## config.mk

```make
export PLATFORM = sky130hd
export DESIGN_NAME = hazard_stall_ctrl
export DESIGN_NICKNAME = d
export VERILOG_FILES = /design/src/rtl/hazard_stall_ctrl.sv
export SDC_FILE = /design/constraint.sdc
export NUM_CORES = 1
export LEC_CHECK = 0
export CAP_MARGIN = 20
export CORE_MARGIN = 3
export CORE_UTILIZATION = 40
export DETAILED_ROUTE_END_ITERATION = 10
export PLACE_DENSITY = 0.92
export SYNTH_ARGS = -nofsm -noshare
export SYNTH_HDL_FRONTEND = slang
export SYNTH_SLANG_ARGS = --single-unit
export TNS_END_PERCENT = 10
```

## constraint.sdc

```tcl
create_clock -name clk -period 3.1 [get_ports clk]
set_clock_uncertainty 0.2 [all_clocks]
set_input_delay 0.775 -clock clk [delete_from_list [all_inputs] [get_ports clk]]
set_output_delay 0.775 -clock clk [all_outputs]
set_load 0.02 [all_outputs]
```

## src/rtl/hazard_stall_ctrl.sv

```systemverilog
// Pipeline hazard controller: load-use stalls, multi-cycle vector-op stalls and taken-branch flushes.
// Optional per-event statistics counters are enabled with the HAZARD_STATS_EN macro.
module hazard_stall_ctrl #(
  parameter int unsigned N  = 4,
  parameter int unsigned CW = 4
) (
  input  logic          clk,
  input  logic          rst_n,
  input  logic [N-1:0]  RegA_D,
  input  logic [N-1:0]  RegB_D,
  input  logic [N-1:0]  Rd_E,
  input  logic          regw_E,
  input  logic          memtoreg_E,
  input  logic          branch_E,
  input  logic          vec_start_E,
  input  logic [CW-1:0] vec_cycles_E,
  output logic          stall_F,
  output logic          stall_D,
  output logic          stall_E,
  output logic          flush_D,
  output logic          flush_E,
  output logic          flush_M,
  output logic          busy
`ifdef HAZARD_STATS_EN
  ,
  output logic [15:0]   stall_cnt,
  output logic [15:0]   flush_cnt
`endif
);

  typedef enum logic [0:0] {
    IDLE     = 1'b0,
    VEC_BUSY = 1'b1
  } state_e;

  state_e        state_q, state_d;
  logic [CW-1:0] cnt_q, cnt_d;
  logic          load_use;

  // Decode reads the register a load in execute has not produced yet.
  assign load_use = regw_E & memtoreg_E & ((Rd_E == RegA_D) | (Rd_E == RegB_D));

  // Next state and hazard outputs; the final vector cycle drops everything.
  always_comb begin
    state_d = state_q;
    cnt_d   = cnt_q;
    stall_F = 1'b0;
    stall_D = 1'b0;
    stall_E = 1'b0;
    flush_D = 1'b0;
    flush_E = 1'b0;
    flush_M = 1'b0;
    busy    = 1'b0;
    unique case (state_q)
      IDLE: begin
        if (branch_E) begin
          flush_D = 1'b1;
          flush_E = 1'b1;
        end else if (vec_start_E && (vec_cycles_E >= CW'(2))) begin
          stall_F = 1'b1;
          stall_D = 1'b1;
          stall_E = 1'b1;
          flush_M = 1'b1;
          busy    = 1'b1;
          cnt_d   = vec_cycles_E - CW'(2);
          state_d = VEC_BUSY;
        end else if (load_use) begin
          stall_F = 1'b1;
          stall_D = 1'b1;
          flush_E = 1'b1;
        end
      end
      VEC_BUSY: begin
        if (cnt_q != '0) begin
          stall_F = 1'b1;
          stall_D = 1'b1;
          stall_E = 1'b1;
          flush_M = 1'b1;
          busy    = 1'b1;
          cnt_d   = cnt_q - CW'(1);
        end else begin
          state_d = IDLE;
        end
      end
      default: begin
        state_d = IDLE;
        cnt_d   = '0;
      end
    endcase
  end

  always_ff @(posedge clk) begin
    if (!rst_n) begin
      state_q <= IDLE;
      cnt_q   <= '0;
    end else begin
      state_q <= state_d;
      cnt_q   <= cnt_d;
    end
  end

`ifdef HAZARD_STATS_EN
  logic [15:0] stall_cnt_q, flush_cnt_q;
  logic        flush_event;

  assign flush_event = (state_q == IDLE) & branch_E;

  // Saturating event counters.
  always_ff @(posedge clk) begin
    if (!rst_n) begin
      stall_cnt_q <= '0;
      flush_cnt_q <= '0;
    end else begin
      if (stall_D && (stall_cnt_q != 16'hFFFF)) stall_cnt_q <= stall_cnt_q + 16'd1;
      if (flush_event && (flush_cnt_q != 16'hFFFF)) flush_cnt_q <= flush_cnt_q + 16'd1;
    end
  end

  assign stall_cnt = stall_cnt_q;
  assign flush_cnt = flush_cnt_q;
`endif

endmodule

```

# Word-level counts from Yosys, hierarchy flattened
# Index checks and enable logic that the tools add are counted.
# word_totals
regBits	5
in_bits	22
output_inout_bits	7
word_cells	34
# op_classes
n_addsub	2
order_cmp	1
n_eq_ne	5
mux	17
bitwise_logic	4
n_reduce_logical	3
# op_table
operator	n
two-way mux 4 bit	3
two-way mux 1 bit	11
equality test 4 bit	2
case mux 4 bit (2 select lines)	1
>= comparator 4 x 2 -> 1 bit (second input constant)	1
inequality test 2 bit (second input constant)	2
case mux 1 bit (2 select lines)	2
nonzero test 4 bit	1
subtractor 4 x 1 -> 4 bit (second input constant)	1
subtractor 4 x 2 -> 4 bit (second input constant)	1
AND reduction 3 bit	1
AND 1 bit	2
inequality test 2 x 1 -> 1 bit (second input constant)	1
logical AND 1 bit	1
NOT 1 bit	1
OR 1 bit	1

# Logic depth before layout (Yosys ltp)
# logic_depth
depth_word	7
mapped_depth	6
mapped_depth_nobuf	6

# Worst setup path before layout
# Ideal clock, no wire load.
# synth_timing
kind	input-to-output
start	in Rd_E[3]
end	out stall_F
arrival_ns	1.901
required_time_ns	2.125
setup_slack_ns	0.224
path_stages	5
path_buffers	1
path_cell_list	xor2_1 > nor4_1 > a41oi_1 > o22ai_1 > buf_4
# synth_via
elab_chain_len	7
word_cells_on_any_way	8
classes_between	eq/ne: 2; mux: 4; bitwise: 2
# synth_rtl
item	line	text
start, declared	11	input logic [N-1:0] Rd_E,
equality test 4 bit	41	assign load_use = regw_E & memtoreg_E & ((Rd_E == RegA_D) | (Rd_E == RegB_D));
OR 1 bit *	41	
AND 1 bit *	41	
two-way mux 1 bit * (3 in a row)	n/a	
case mux 1 bit (2 select lines) *	n/a	
end, declared	17	output logic stall_F,
# Every way passes the cells marked *; elsewhere a longest branch is shown, timed or not.

# Worst setup path after layout
# layout_timing
start	in RegB_D[1]
end	out flush_E
# layout_via
elab_chain_len	7
# layout_rtl
item	line	text
start, declared	10	input logic [N-1:0] RegB_D,
equality test 4 bit	41	
OR 1 bit	41	
AND 1 bit	41	
two-way mux 1 bit	67	end else if (load_use) begin
two-way mux 1 bit	59	end else if (vec_start_E && (vec_cycles_E >= CW'(2))) begin
two-way mux 1 bit	56	if (branch_E) begin
two-way mux 1 bit	54	unique case (state_q)
end, declared	21	output logic flush_E,
# No other way between the ends.

==> flow_summary.toml <==
[worst_hold_path]
holdPathEnd = "cnt_q[3]"
hold_depth = 2
hp-class = "flop to flop"
min_from = "cnt_q[3]"

[critical_path]
critPathRequiredTime_ns = 2.12
reg2reg_to = "cnt_q[0]"
reg2reg_from = "state_q"
crit_arrival_ns = 2.10
reg2reg_slack_ns = 1.14
cp_max_fo = 2
r2r_cells = 5
crit_path_end_kind = "output port"
path_class = "input pin to output port"
start_kind = "input pin"

[grt]
antenna_found_initial = 0
grt.overflow.total = 0
grt_first_pass_wirelength_mm = 2.58
grt_max_degree = 13
grt_pass1_vias = 578
grt_usage = 0.191

[layout]
multi_input_area_um2 = 424
fin_cells = 117
areaGrowthSynthToFinish_pct = 72.9
fillers = 77
n_antenna_cell = 0
final_cell_area_um2 = 941
final-seq-area_um2 = 100
nets = 129
utilization = 0.793
drive_gt1_frac = 0.282

[route]
dr.pass1.iters = 4
ant_nets = 0
drcViolationCount = 0
vias_per_cell = 5.11
drtIter0Drc = 1
wl_per_cell_um = 15.2
via_count = 598
postRouteWirelength_mm = 1.78

[logic_synthesis]
syn_area_per_cell_um2 = 8.37
synthesis.nets = 90
synth_cells = 65
synth_seq_area_share = 0.184
synth_seq_cells = 5
synthDistinctLibCells = 31
synth-warning-count = 0
synth_area_um2 = 544

[placed_design]
dp.cells = 114
io_buffers = 28
place.gp.congestion = 0.898
hpwl_mm = 1.32
place_area_um2 = 893

[sta]
finalSetupViolations = 0
max-slew-margin-rel = 0.631
fin_setup_tns_ns = 0
max_slew.worst_pin.slew_ns = 0.545
hold_viol_final = 0
timing.hold.ws_ns = 0.326
fin_crit_sh = 0.992
drv_slew = 0
layout_min_cycle_time_ns = 3.08
fmaxAchievable_mhz = 325

[power_and_ir_drop]
p_per_area_nw_per_um2 = 310
power_leakage_nw = 0.410
irDropWorstVdd_v = 0.000223

[clock_network]
clock_path_buffers = 2
cts.clk_slew.worst_paths_ns = 0.04
cts_tree = "yes"
ctsRootBufferMaster = "clkbuf_4"
numCtsBuffers = 3
holdBufCountCts = 0
cts_sinks = 5
clkLatencyLatePin_ns = 0.24
h-tree-depth = 1

[floorplan]
core_um2 = 1190
fp.dieH_um = 42.9
start_util = 0.459
ios = 29
die_area_um2 = 1840
rows = 12
die_w_um = 42.9

[flow_run]
maxCapViolCount = 0

[outcome]
outcome = "complete, no violations"
-- worst max-delay path by stage --
stage | cells past startpoint | start | slack (ns) | endpoint
detailed placement | 6 | Rd_E[3] | -0.54 | stall_D
finish | 6 | RegB_D[1] | 0.02 | flush_E
global route | 6 | RegB_D[1] | -0.08 | flush_E
CTS | 5 | vec_cycles_E[2] | -0.009 | flush_E
floorplan | 5 | Rd_E[3] | 0.22 | stall_F
global placement | 6 | Rd_E[3] | -0.46 | stall_F
-- cells by family after synthesis --
kind of cell / Yosys count / synth area share
simple gates: 22 / 0.274
compound gates: 14 / 0.186
buf+inv: 10 / 0.106
xor+xnor: 9 / 0.145
flops: 5 / 0.184
fa+ha+maj: 3 / 0.0690
mux: 2 / 0.0368
-- registers in the layout (all words and copies together) (netlist names) --
| register | count |
|---|---|
| cnt_q | 4 |
| state_q | 1 |
-- Yosys cell counts --
cell type | count | area share
nand3_1 | 1 | 0.0092
nor4_4 | 1 | 0.039
nand3b_1 | 1 | 0.014
a21bo_2 | 1 | 0.018
buf_2 | 1 | 0.0092
nor2_1 | 5 | 0.034
a211o_1 | 1 | 0.016
inv_1 | 5 | 0.034
o31a_1 | 2 | 0.032
a21boi_0 | 1 | 0.014
nor4_1 | 2 | 0.023
a21boi_1 | 1 | 0.014
nor4bb_2 | 1 | 0.030
xnor2_1 | 4 | 0.064
dfxtp_1 | 5 | 0.18
o22ai_1 | 2 | 0.023
a32oi_1 | 1 | 0.016
a41oi_1 | 1 | 0.016
ha_1 | 3 | 0.069
buf_4 | 3 | 0.041
buf_6 | 1 | 0.021
nor3_1 | 1 | 0.0092
nor2b_1 | 3 | 0.034
xor2_1 | 5 | 0.080
and2_1 | 1 | 0.012
nor2b_4 | 1 | 0.025
a21oi_1 | 1 | 0.0092
o21ai_0 | 3 | 0.028
nand2_1 | 3 | 0.021
mux2i_1 | 2 | 0.037
or3_1 | 2 | 0.023
-- worst max-delay path, cell delays in order --
cell	delay, ns
clkdlybuf4s50_1	0.41
xor2_1	0.16
nor4_2	0.30
a41oi_2	0.09
o22ai_1	0.19
buf_4	0.17
-- layout make-up --
class | count | area share
Clock buffer | 4 | 0.0279
Sequential cell | 5 | 0.106
Tap cell | 14 | 0.0186
Multi-Input combinational cell | 50 | 0.451
Timing Repair Buffer | 39 | 0.376
Inverter | 5 | 0.0199
-- layout by cell type, fill, tap and decap left out, drive strengths merged, types with 2 or more instances in the layout --
cell type and count:
a21boi 2, buf 17, clkbuf 4, clkdlybuf4s50 15
dfxtp 5, dlygate4sd2 4, dlymetal6s2s 3, ha 3
inv 5, mux2i 2, nand2 3, nor2 5
nor2b 4, nor4 3, o21ai 3, o22ai 2
o31a 2, or3 2, xnor2 4, xor2 5
-- metrics by stage --
step                      worst slack [ns]  total power, mW
final                               0.0246            0.292
after global routing               -0.0811            0.315
after CTS                         -0.00917            0.285
after detailed placement            -0.536            0.215
after global placement              -0.456            0.210
after floorplan                      0.224            0.149
-- routing by layer --
layer  track usage  vias to the layer above  routed length (µm)
met5             0                        -                   0
met2         0.362                       17                 966
li1              -                      301                   -
met4        0.0932                        0                  56
met3        0.0297                        8                  58
met1         0.195                      272                 694
-- report_power, final --
group          internal (mW)  switching [mW]
sequential            0.0700         0.00777
clock                 0.0485          0.0250
combinational         0.0759          0.0648
total                  0.194          0.0975
-- repair_timing --
item                                    4_1_cts  5_1_grt
pin swaps                                     2        1
resized for setup                            32       12
setup buffers                                 0        0
endpoints found under the setup margin        6        6
(Power assumes the default switching activity.)
